### config.mk
export PLATFORM = sky130hd
export DESIGN_NAME = int2float_share_arb
export DESIGN_NICKNAME = d
export VERILOG_FILES = /design/src/rtl/int2float_share_arb.sv
export SDC_FILE = /design/constraint.sdc
export NUM_CORES = 1
export LEC_CHECK = 0
export BUFFER_PORTS_ARGS = -buffer_cell sky130_fd_sc_hd__buf_4
export CORE_UTILIZATION = 35
export DETAILED_ROUTE_END_ITERATION = 12
export HOLD_SLACK_MARGIN = 0.05
export PLACE_DENSITY = 0.52
export REMOVE_ABC_BUFFERS = 1
export SYNTH_ARGS = -nofsm -noshare
export SYNTH_HDL_FRONTEND = slang
export SYNTH_SLANG_ARGS = --single-unit
### constraint.sdc
create_clock -name clk -period 5.3 [get_ports clk]
set_input_delay 0 -clock clk [delete_from_list [all_inputs] [get_ports clk]]
set_output_delay 0 -clock clk [all_outputs]
set_load 0.05 [all_outputs]
### src/rtl/int2float_share_arb.sv
// Round-robin arbiter sharing one int-to-float converter among NUM_REQ clients.
// Optional macro INT2FLOAT_SHARE_ARB_ZERO_BYPASS_EN: zero operands skip the converter.
module int2float_share_arb #(
    parameter int NUM_REQ = 4,
    parameter int ID_W    = 2,
    parameter int IN_W    = 11,
    parameter int OUT_W   = 7
) (
    input  logic                    clk,
    input  logic                    rst,
    input  logic [NUM_REQ-1:0]      req_valid,
    input  logic [NUM_REQ*IN_W-1:0] req_data,
    output logic [NUM_REQ-1:0]      req_ready,
    output logic [IN_W-1:0]         conv_a,
    input  logic [OUT_W-1:0]        conv_y,
    output logic                    rsp_valid,
    input  logic                    rsp_ready,
    output logic [OUT_W-1:0]        rsp_data,
    output logic [ID_W-1:0]         rsp_id,
    output logic                    busy
);

    typedef enum logic [1:0] {
        IDLE,
        CONV,
        RESP
    } state_t;

    state_t          state;
    state_t          nxt;
    logic [ID_W-1:0] rr_ptr;
    logic [ID_W-1:0] win;
    logic [ID_W-1:0] nxt_ptr;
    logic [ID_W-1:0] id_reg;
    logic [IN_W-1:0] win_data;
    logic            any_v;
    logic            grant;
    logic            bypass;

    // Search from rr_ptr upward with wrap; first valid requester wins.
    always_comb begin
        any_v    = 1'b0;
        win      = '0;
        win_data = '0;
        for (int k = 0; k < NUM_REQ; k++) begin
            int idx;
            idx = int'(rr_ptr) + k;
            if (idx >= NUM_REQ) idx = idx - NUM_REQ;
            if (!any_v && req_valid[idx]) begin
                any_v    = 1'b1;
                win      = ID_W'(idx);
                win_data = req_data[idx*IN_W +: IN_W];
            end
        end
    end

    // Grants happen only when the output slot is free or being freed.
    assign grant = any_v & ~rst &
                   ((state == IDLE) | ((state == RESP) & rsp_ready));

    assign nxt_ptr = (win == ID_W'(NUM_REQ - 1)) ? '0 : win + 1'b1;

`ifdef INT2FLOAT_SHARE_ARB_ZERO_BYPASS_EN
    assign bypass = (win_data == '0);
`else
    assign bypass = 1'b0;
`endif

    // One-hot ready toward the winner in grant cycles only.
    always_comb begin
        req_ready = '0;
        for (int i = 0; i < NUM_REQ; i++) begin
            req_ready[i] = grant & (win == ID_W'(i));
        end
    end

    // State register.
    always_ff @(posedge clk or posedge rst) begin
        if (rst) state <= IDLE;
        else     state <= nxt;
    end

    // Next-state logic.
    always_comb begin
        nxt = state;
        unique case (state)
            IDLE: if (grant) nxt = bypass ? RESP : CONV;
            CONV: nxt = RESP;
            RESP: if (rsp_ready) nxt = grant ? (bypass ? RESP : CONV) : IDLE;
            default: nxt = IDLE;
        endcase
    end

    // Operand launch on grant, result capture after the converter settles.
    always_ff @(posedge clk or posedge rst) begin
        if (rst) begin
            rr_ptr   <= '0;
            id_reg   <= '0;
            conv_a   <= '0;
            rsp_data <= '0;
            rsp_id   <= '0;
        end else if (grant) begin
            rr_ptr <= nxt_ptr;
            id_reg <= win;
            if (bypass) begin
                rsp_data <= '0;
                rsp_id   <= win;
            end else begin
                conv_a <= win_data;
            end
        end else if (state == CONV) begin
            rsp_data <= conv_y;
            rsp_id   <= id_reg;
        end
    end

    assign rsp_valid = (state == RESP);
    assign busy      = (state != IDLE);

endmodule

---- After elaboration in Yosys (flattened, before gate mapping) ----
Cells that the tools add are included.
word-level totals
  output and inout port bits .............. 26
  bits of input ports ..................... 58
  bits in registers ....................... 26
cells by class
  bitwise operators ....................... 10
  multipliers ............................. 4
  $add $sub $neg .......................... 8
  order comparisons ....................... 8
  equal/unequal tests ..................... 7
  multiplexer cells ....................... 33
  reduce and logical (&&, ||, !) cells .... 11
  shift operators ......................... 4
operators with widths
  operator                 number
  $shiftx A44 B32 Y11      4
  $lt A32 B4 Y1 const B    4
  $mul A32 B5 Y32 const B  4
  $mux W32                 4
  $mux W11                 4
  $mux W2                  7
  $mux W1                  13
  $sub A3 B3 Y4 const B    3
  $ge A3 B3 Y1 const B     3
  $bmux W1 S2              4
  $and A1 B1 Y1            7
  $add A2 B2 Y3 const B    2
  $eq A2 B2 Y1 const B     3
  $pmux W2 S3              1
  $eq A2 B1 Y1 const B     2
  $logic_not A2 Y1         2
  $reduce_and A2 Y1        2
  $sub A2 B3 Y4 const B    1
  $add A2 B1 Y3 const B    1
  $ge A2 B3 Y1 const B     1
  $logic_and A1 B1 Y1      3
  $logic_not A1 Y1         3
  $add A2 B1 Y2 const B    1
  $ne A2 B1 Y1 const B     1
  other kinds (4)          5

---- Longest topological paths before layout ----
Gate-level depths: netlist (run 1).
  depth after elaboration ................. 20
  gate-level depth with buffers ........... 24
  mapped depth without buffers ............ 15

---- Worst setup path before layout (run 1) ----
Ideal clock, no wire load.
  path kind ............................... flip-flop to flip-flop
  from .................................... reg rr_ptr[0]
  to ...................................... reg conv_a[9]
  data arrival time ....................... 5159 ps
  stages on the path, launching flop included .. 24
  buffers on the path ..................... 11
  setup slack ............................. 6 ps
  clock period less this slack ............ 5294 ps
  required time ........................... 5165 ps
  cells stage by stage .................... dfrtp_1 > buf_6 > inv_1 > buf_2 > buf_2 > buf_1 > ha_1 > buf_4 > buf_6 > buf_6 > buf_2 > buf_2 > buf_2 > buf_2 > nor3_1 > a21o_1 > ha_1 > a31o_2 > a22oi_1 > or2_2 > a221oi_1 > or4_1 > nor4b_1 > a31oi_1
on the way
  word-level cells in the longest chain between the ends .. 17
  elaborated cells on any way between the ends .. 51
ends and longest elaborated chain
  element                                                   RTL line  text
  start, declared                                           31        logic [ID_W-1:0] rr_ptr;
  start signal, assigned                                    103       rr_ptr <= nxt_ptr;
  branches (longest 17 deep; another with $mul A32 B5 Y32)  --
  end signal, assigned                                      109       conv_a <= win_data;
  end, declared                                             14        output logic [IN_W-1:0] conv_a,
Several ways; the timed one is not identified. The select of a mux whose other input is x is not followed.
A chain may end at the register's enable or synchronous reset.

---- Worst setup path after layout (run 1) ----
Ends and elaborated chain as after synthesis.

==> results.rst, run 1 <==
.. list-table::
   :header-rows: 1

   * - Metric
     - Value
   * - Result of the run
     - finished, final reports clean
   * - Type of element launching the critical path
     - flop
   * - Arrival @ worst endpoint
     - 4640 ps
   * - Final period utilization
     - 0.838
   * - Number of global-route vias before repair
     - 8502
   * - Unrepaired setup endpoints after global routing
     - false
   * - Most frequent cells in the layout
     - 117 x sky130_fd_sc_hd__nand2_1, 112 x sky130_fd_sc_hd__buf_4, 92 x sky130_fd_sc_hd__nor2_1, 82 x sky130_fd_sc_hd__mux2i_1, 51 x sky130_fd_sc_hd__mux2_2
   * - Final critical-path required period
     - 4440 ps
   * - Number of inserted filler cells in the final layout
     - 2333
   * - Worst-path fanout max
     - 34
   * - Aggregate routed wire length
     - 43.0 mm
   * - Cell Area, Synth
     - 7790 sq um
   * - Pre-antenna DRT Iters
     - 6
   * - Total clock buffers created by CTS
     - 3
   * - Hold-fix buffers at CTS
     - 8
   * - Largest net degree at the start of global routing
     - 97
   * - Area share of the largest cell type after synthesis
     - 0.116
   * - Proportion of synthesized chip area in sequential cells
     - 0.0835
   * - Max-cap check violation count
     - 0
   * - Fraction of layout cells with a size suffix above 1
     - 0.233
   * - Clock root buffer
     - sky130_fd_sc_hd__clkbuf_16
   * - Setup slack, reg-to-reg
     - 860 ps
   * - Synth Warn #
     - 0
   * - Endpoint type of the worst setup path
     - flop
   * - Worst slew margin relative to its limit
     - 0.318
   * - Vias per inst
     - 7.06
   * - Count of nets left with antenna violations after detail routing
     - 0
   * - Top cells by area, synth
     - sky130_fd_sc_hd__mux4_2 12%, sky130_fd_sc_hd__mux2i_1 11%, sky130_fd_sc_hd__dfrtp_1 8.4%
   * - Initial cell density of the core
     - 0.357
   * - Post-synthesis cell count
     - 1011
   * - Cell variety after synth
     - 80
   * - Synth Register Bits
     - 26
   * - Io pins
     - 84
   * - Hpwl dp
     - 33.1 mm
   * - Worst skew pair latency
     - 270 ps
   * - Layout area overhead
     - 11.7%
   * - Port-buffer cells
     - 83
   * - Number of levels in the clock H-tree
     - 1
   * - Residual DRC
     - 0
   * - Register clock-pin slew on the reported worst setup and hold paths
     - 70 ps
   * - Reg with most FFs
     - conv_a
   * - Overall routing resource usage
     - 0.377
   * - Total overflow reported by the global router
     - 0
   * - Flip-flop count of the largest register, all copies and words added
     - 11
   * - Final #Nets
     - 1114
   * - DIE AREA
     - 22900 sq um
   * - Pins Over Slew Limit
     - 0
   * - Antenna diode count
     - 0
   * - Die X
     - 151 um
   * - Register area
     - 654 sq um
   * - Number of DRC markers after the initial detailed-route iteration
     - 1357
   * - Accumulated negative setup slack
     - 0 ps
   * - Average detailed-routed wire length per instance
     - 32.7 um
   * - Total clock sinks
     - 26
   * - Largest area contributor in the synthesized netlist
     - sky130_fd_sc_hd__mux4_2
   * - Total of endpoints with negative setup slack in the final report
     - 0
   * - Core Footprint
     - 21800 sq um
   * - Post-CTS setup buffer count
     - 0
   * - Floorplan row count
     - 54
   * - Critical setup path kind
     - reg -> reg
   * - Worst min-delay path category
     - in -> reg
   * - Setup clock skew after layout
     - 8.92 ps
   * - Fmax
     - 225 MHz
   * - Number of enable-type register cells in the synthesized netlist
     - 0
   * - Number of antenna violations at the first check in global routing
     - 1
   * - Top Registers
     - conv_a (11), rsp_data (7)
   * - Longest Clk Path Bufs
     - 2
   * - Die boundary height
     - 151 um
   * - Worst slew pin tran
     - 997 ps
   * - Required time at the worst-slack endpoint
     - 5490 ps
   * - Multi-input gate area in the final layout
     - 6570 sq um
   * - Most used DFF post-synth
     - sky130_fd_sc_hd__dfrtp_1
   * - Cts repair resizes
     - 0
   * - Share of synthesized registers carrying an async set or reset
     - 1.00
   * - First-pass GRT wire length
     - 61.8 mm
   * - Avg Inst Size Synth
     - 7.71 sq um
   * - Clock tree from TritonCTS
     - done
   * - Final hold violations
     - 0
   * - Routability congestion estimate
     - 1.10
   * - Most frequent standard cell in the layout excluding fill and tap cells
     - sky130_fd_sc_hd__nand2_1
   * - DR vias
     - 9296
## path summary, 6_finish.rpt
path | start | endpoint | cells after the start
worst max-delay path | rr_ptr[0]$_DFFE_PP0P_ | conv_a[9]$_DFFE_PP0P_ | 13
worst min-delay path | rsp_ready | state[1]$_DFFE_PP0P_ | 3
worst max register to register | rr_ptr[0]$_DFFE_PP0P_ | conv_a[9]$_DFFE_PP0P_ | 13
worst min register to register | id_reg[0]$_DFFE_PP0P_ | rsp_id[0]$_DFFE_PP0P_ | 1
max in group asynchronous | rst | rsp_data[4]$_DFFE_PP0P_ | 4
min in group asynchronous | rst | conv_a[3]$_DFFE_PP0P_ | 3
## cell usage after synthesis (5+ instances only)
cell / count
sky130_fd_sc_hd__nand2_1: 117
sky130_fd_sc_hd__nor2_1: 92
sky130_fd_sc_hd__mux2i_1: 82
sky130_fd_sc_hd__mux2_2: 51
sky130_fd_sc_hd__a21oi_1: 49
sky130_fd_sc_hd__o21ai_0: 49
sky130_fd_sc_hd__mux4_2: 40
sky130_fd_sc_hd__buf_2: 39
sky130_fd_sc_hd__clkbuf_1: 34
sky130_fd_sc_hd__nand3_1: 30
sky130_fd_sc_hd__a211oi_1: 26
sky130_fd_sc_hd__dfrtp_1: 26
sky130_fd_sc_hd__a31oi_1: 23
sky130_fd_sc_hd__nand2b_1: 20
sky130_fd_sc_hd__ha_1: 19
sky130_fd_sc_hd__nor3_1: 19
sky130_fd_sc_hd__inv_1: 18
sky130_fd_sc_hd__o211ai_1: 17
sky130_fd_sc_hd__and2_1: 14
sky130_fd_sc_hd__buf_4: 13
sky130_fd_sc_hd__a221oi_1: 11
sky130_fd_sc_hd__a22oi_1: 11
sky130_fd_sc_hd__o22ai_1: 11
sky130_fd_sc_hd__o31ai_1: 11
sky130_fd_sc_hd__nor2b_1: 10
sky130_fd_sc_hd__nor4_1: 9
sky130_fd_sc_hd__or2_2: 9
sky130_fd_sc_hd__buf_1: 8
sky130_fd_sc_hd__or3_1: 8
sky130_fd_sc_hd__a211o_1: 7
sky130_fd_sc_hd__a31o_2: 7
sky130_fd_sc_hd__o21a_1: 7
sky130_fd_sc_hd__o32ai_1: 7
sky130_fd_sc_hd__a21o_1: 6
sky130_fd_sc_hd__a311oi_1: 6
sky130_fd_sc_hd__o311ai_0: 6
sky130_fd_sc_hd__o32a_1: 6
sky130_fd_sc_hd__or4_1: 6
sky130_fd_sc_hd__buf_6: 5
sky130_fd_sc_hd__o2111ai_1: 5
sky130_fd_sc_hd__o221ai_1: 5
## per-stage QoR
step	hold WS [ps]	cells	util	cell area, sq um	setup WS (ps)
after floorplan	40.0	911	-	7280	-9470
after global placement	45.9	1304	0.390	8510	1140
after detailed placement	48.1	1304	0.390	8510	1050
after CTS	65.3	1316	0.399	8700	1020
after global routing	77.7	1316	0.399	8700	762
final	63.4	1316	0.399	8700	857
## worst max-delay path, stage by stage, from the launching register on
cell and delay [ps]:
sky130_fd_sc_hd__dfrtp_4 540, sky130_fd_sc_hd__inv_2 80, sky130_fd_sc_hd__buf_4 350, sky130_fd_sc_hd__buf_4 460, sky130_fd_sc_hd__ha_1 220, sky130_fd_sc_hd__a21o_1 110, sky130_fd_sc_hd__ha_1 250, sky130_fd_sc_hd__a31o_2 210
sky130_fd_sc_hd__a22oi_1 460, sky130_fd_sc_hd__nand3_1 340, sky130_fd_sc_hd__a2111oi_0 860, sky130_fd_sc_hd__or4_1 240, sky130_fd_sc_hd__nor4b_1 60, sky130_fd_sc_hd__a31oi_1 180
## cell type report
cell class | count | share of cell area
Inverter | 20 | 0.00863
Clock inverter | 1 | 0.00345
Sequential cell | 26 | 0.0752
Clock buffer | 3 | 0.00863
Multi-Input combinational cell | 865 | 0.756
Timing Repair Buffer | 121 | 0.108
Tap cell | 280 | 0.0403
## kinds of logic after synthesis
family / Yosys count / synth area share
DFF: 26 / 0.0835
xor gates and xnor gates: 1 / 0.00112
muxes: 177 / 0.304
adders and majority gates: 19 / 0.0305
buffers and inverters: 120 / 0.0753
AOI/OAI and AO/OA: 312 / 0.287
and+or+nand+nor: 356 / 0.219
## layer usage
layer	global-route usage	wire length [um]	vias to the layer above
met3	0.0663	4580	119
li1	-	-	3970
met5	0	9	-
met4	0.157	2130	2
met1	0.536	18000	4500
met2	0.555	18200	705
Power of run 1 is not shown: default switching activity piles up to over one toggle a cycle in this logic, so the estimate is an artifact.
==> run 2, diff against run 1 <==
--- a/config.mk
+++ b/config.mk
@@ -5,11 +5,12 @@
 export SDC_FILE = /design/constraint.sdc
 export NUM_CORES = 1
 export LEC_CHECK = 0
+export ABC_AREA = 1
 export BUFFER_PORTS_ARGS = -buffer_cell sky130_fd_sc_hd__buf_4
 export CORE_UTILIZATION = 35
 export DETAILED_ROUTE_END_ITERATION = 12
 export HOLD_SLACK_MARGIN = 0.05
-export PLACE_DENSITY = 0.52
+export PLACE_DENSITY = 0.51
 export REMOVE_ABC_BUFFERS = 1
 export SYNTH_ARGS = -nofsm -noshare
 export SYNTH_HDL_FRONTEND = slang
==> constraint.sdc (replaced) <==
create_clock -name clk -period 4.3 [get_ports clk]
set_input_delay 0 -clock clk [delete_from_list [all_inputs] [get_ports clk]]
set_output_delay 0 -clock clk [all_outputs]
set_load 0.05 [all_outputs]
==> run 2 against run 1 <==
Clock skew down 5.4 ps. Register-to-register slack worse by 320 ps. Die area down 12%. Critical path type is now reg -> out. Worst setup slack worse by 540 ps. Area after synthesis down 12%. Critical path depth down 1. Final cell count up 32%. Utilization up 1.8 points. Worst hold slack better by 320 ps. Critical endpoint is now req_ready[0]. Highest routed layer is now met4. Sequential share of layout area up 0.74 points. Largest cell class unchanged. Wire length down 19%. Sequential cell count unchanged.
==> results.rst, run 2 <==
.. list-table::
   :header-rows: 1

   * - Metric
     - Value
   * - Longest Clk Path Bufs
     - 2
   * - Clock root buffer
     - sky130_fd_sc_hd__clkbuf_16
   * - Worst skew pair latency
     - 260 ps
   * - Worst-path fanout max
     - 46
   * - Worst hold endpoint
     - id_reg[1]$_DFFE_PP0P_
   * - Final period utilization
     - 0.926
   * - Final #Nets
     - 1555
   * - Worst slew margin relative to its limit
     - 0.196
   * - Number of stages on the worst hold path
     - 7
   * - Routability congestion estimate
     - 0.993
   * - Synth Warn #
     - 0
   * - Reg with most FFs
     - conv_a
   * - Result of the run
     - finished, final reports clean
   * - Cell Area, Synth
     - 6880 sq um
   * - Unrepaired setup endpoints after global routing
     - false
   * - Leading post-synthesis cells by instance count
     - 757 x sky130_fd_sc_hd__nand2_1, 120 x sky130_fd_sc_hd__nand3_1, 96 x sky130_fd_sc_hd__inv_1
   * - Worst Reg-to-Reg Cells
     - 18
   * - Aggregate routed wire length
     - 35.0 mm
   * - Most frequent standard cell in the layout excluding fill and tap cells
     - sky130_fd_sc_hd__nand2_1
   * - Number of levels in the clock H-tree
     - 1
   * - Die boundary height
     - 142 um
   * - Cell with the largest stage delay on the worst path
     - sky130_fd_sc_hd__a21boi_2
   * - Post-layout worst setup margin
     - 320 ps
   * - Detailed route wirelength on metal3
     - 2.73 mm
   * - Port-buffer cells
     - 83
   * - Proportion of synthesized chip area in sequential cells
     - 0.0946
   * - Register clock-pin slew on the reported worst setup and hold paths
     - 70 ps
   * - Hpwl dp
     - 28.3 mm
   * - Setup slack, reg-to-reg
     - 540 ps
   * - Total clock buffers created by CTS
     - 3
   * - Most frequent cells in the layout
     - 757 x sky130_fd_sc_hd__nand2_1, 120 x sky130_fd_sc_hd__nand3_1, 112 x sky130_fd_sc_hd__buf_4, 95 x sky130_fd_sc_hd__inv_1, 85 x sky130_fd_sc_hd__nor2_1
   * - Flip-flop count of the largest register, all copies and words added
     - 11
   * - Critical path, cell by cell
     - inv_2 -> buf_4 -> ha_2 -> buf_4 -> nand2_1 -> nand2_2 -> nand2_2 -> nor2_1 -> a21boi_2 -> inv_1 -> nor2_1 -> buf_4
   * - Final hold violations
     - 0
   * - Share of synthesized registers carrying an async set or reset
     - 1.00
   * - Number of DRC markers after the initial detailed-route iteration
     - 1092
   * - Area share of the largest cell type after synthesis
     - 0.413
   * - Reg-to-reg endpoint
     - conv_a[1]$_DFFE_PP0P_
   * - Largest net degree at the start of global routing
     - 73
   * - Setup clock skew after layout
     - 3.57 ps
   * - Number of antenna violations at the first check in global routing
     - 1
   * - Clock tree from TritonCTS
     - done
   * - Antenna diode count
     - 0
   * - DIE AREA
     - 20200 sq um
   * - Residual DRC
     - 0
   * - Number of global-route vias before repair
     - 9035
   * - Core Footprint
     - 19000 sq um
   * - Layout area overhead
     - 14.7%
   * - Count of nets left with antenna violations after detail routing
     - 0
   * - Routed metal-1 wirelength
     - 15.1 mm
   * - Worst min-delay path category
     - in -> reg
   * - Post-synthesis cell count
     - 1424
   * - Most used DFF post-synth
     - sky130_fd_sc_hd__dfrtp_1
   * - Cts repair resizes
     - 0
   * - Initial cell density of the core
     - 0.363
   * - Vias per inst
     - 5.52
   * - Most numerous cell on the critical path
     - sky130_fd_sc_hd__buf_4
   * - First-pass GRT wire length
     - 52.8 mm
   * - Total of endpoints with negative setup slack in the final report
     - 0
   * - Average detailed-routed wire length per instance
     - 20.1 um
   * - Launch point of the worst reg-to-reg path
     - rr_ptr[1]$_DFFE_PP0P_
   * - Highest routed layer
     - met4
   * - Largest area contributor in the synthesized netlist
     - sky130_fd_sc_hd__nand2_1
   * - Final critical-path required period
     - 3980 ps
   * - Number of enable-type register cells in the synthesized netlist
     - 0
   * - Met2 wirelength from detailed routing
     - 15.7 mm
   * - Launch instance of the worst min-delay path
     - req_valid[3]
   * - Type of element launching the critical path
     - flop
   * - Overall routing resource usage
     - 0.350
   * - Top cells by area, synth
     - sky130_fd_sc_hd__nand2_1 41%, sky130_fd_sc_hd__dfrtp_1 9.5%, sky130_fd_sc_hd__nand3_1 8.7%
   * - Place WS
     - 604 ps
   * - Total overflow reported by the global router
     - 0
   * - Cell variety after synth
     - 45
   * - Critical Path Max Stage Delay
     - 940 ps
   * - Pre-antenna DRT Iters
     - 5
   * - Worst slew pin tran
     - 1200 ps
   * - Top Registers
     - conv_a (11), rsp_data (7)
   * - Max-cap check violation count
     - 0
   * - Synth Register Bits
     - 26
   * - DR vias
     - 9593
   * - Library cell with the highest instance count after synthesis
     - sky130_fd_sc_hd__nand2_1
   * - Pins Over Slew Limit
     - 0
   * - Critical setup path kind
     - reg -> out
   * - Avg Inst Size Synth
     - 4.83 sq um
   * - Total clock sinks
     - 26
   * - Die X
     - 142 um
   * - Required time at the worst-slack endpoint
     - 4300 ps
   * - Arrival @ worst endpoint
     - 3980 ps
   * - Fmax
     - 251 MHz
   * - Endpoint type of the worst setup path
     - primary output
   * - Io pins
     - 84
   * - Fraction of layout cells with a size suffix above 1
     - 0.112
   * - Number of inserted filler cells in the final layout
     - 2273
   * - Floorplan row count
     - 50
run 2: cell count changes after synthesis, sizes merged, moves of 22 or more:
cell	before	now
mux2i	82	0
a211oi	26	0
o21ai	50	92
a31oi	23	1
mux4	41	0
mux2	54	9
nand2	117	763
inv	18	102
nand3	31	121
nand4	4	37
run 2: layer usage:
metal | vias up | GRT usage
met2 | 429 | 0.562
met3 | 80 | 0.0394
met1 | 4436 | 0.476
met4 | 0 | 0.138
met5 | - | 0
li1 | 4648 | -
run 2: final cells by class:
class / instances / area, sq um / share of cell area
multi-input cells: 1219 / 5460 / 0.692
clock buffers: 3 / 75.1 / 0.00952
repair buffers: 122 / 951 / 0.121
clock inverters: 1 / 30.0 / 0.00381
flip-flops and latches: 26 / 652 / 0.0826
inverters: 106 / 399 / 0.0506
well taps: 260 / 325 / 0.0412
run 2: worst max path at each step:
stage                                startpoint               endpoint  slack (ps)  cells after the start
final                     rr_ptr[0]$_DFFE_PP0P_           req_ready[0]         320                     12
after global routing      rr_ptr[1]$_DFFE_PP0P_           req_ready[0]          20                     12
after CTS                 rr_ptr[0]$_DFFE_PP0P_           req_ready[0]         350                     12
after detailed placement  rr_ptr[1]$_DFFE_PP0P_  conv_a[1]$_DFFE_PP0P_         600                     18
after global placement    rr_ptr[1]$_DFFE_PP0P_           req_ready[2]         650                     12
after floorplan           rr_ptr[0]$_DFFE_PP0P_           req_ready[0]       -2910                     10
run 2: logic make-up (layout without fill, tap and decap cells):
kind of cell / Yosys count / count (layout) / synth area share
AOI/OAI and AO/OA: 151 / 151 / 0.120
xor gates and xnor gates: 2 / 2 / 0.00255
adders and majority gates: 19 / 19 / 0.0346
buffers and inverters: 179 / 232 / 0.113
DFF: 26 / 26 / 0.0946
muxes: 9 / 9 / 0.0147
and+or+nand+nor: 1038 / 1038 / 0.620
run 2: timing repair:
action                                 in CTS  in global routing
endpoints found under the hold margin      34                  0
hold buffers                                9                  0
buffers inserted                            0                  0
run 2: critical path: cells and delay by family (launching register included):
kind | cells | cell delay [ps]
compound gates | 1 | 940
buf+inv | 5 | 1290
simple gates | 5 | 580
flops | 1 | 480
fa+ha+maj | 1 | 430
run 2: metrics by stage:
step / area, sq um / cells / setup TNS, ps / util / hold WS, ps
finish: 7890 / 1737 / 0 / 0.416 / 383
global route: 7890 / 1737 / 0 / 0.416 / 432
CTS: 7890 / 1737 / 0 / 0.416 / 384
detailed placement: 7690 / 1724 / 0 / 0.406 / 239
global placement: 7690 / 1724 / 0 / 0.406 / 236
floorplan: 6500 / 1351 / -49950 / - / 40.0
Power of run 2 is left out for the same reason.
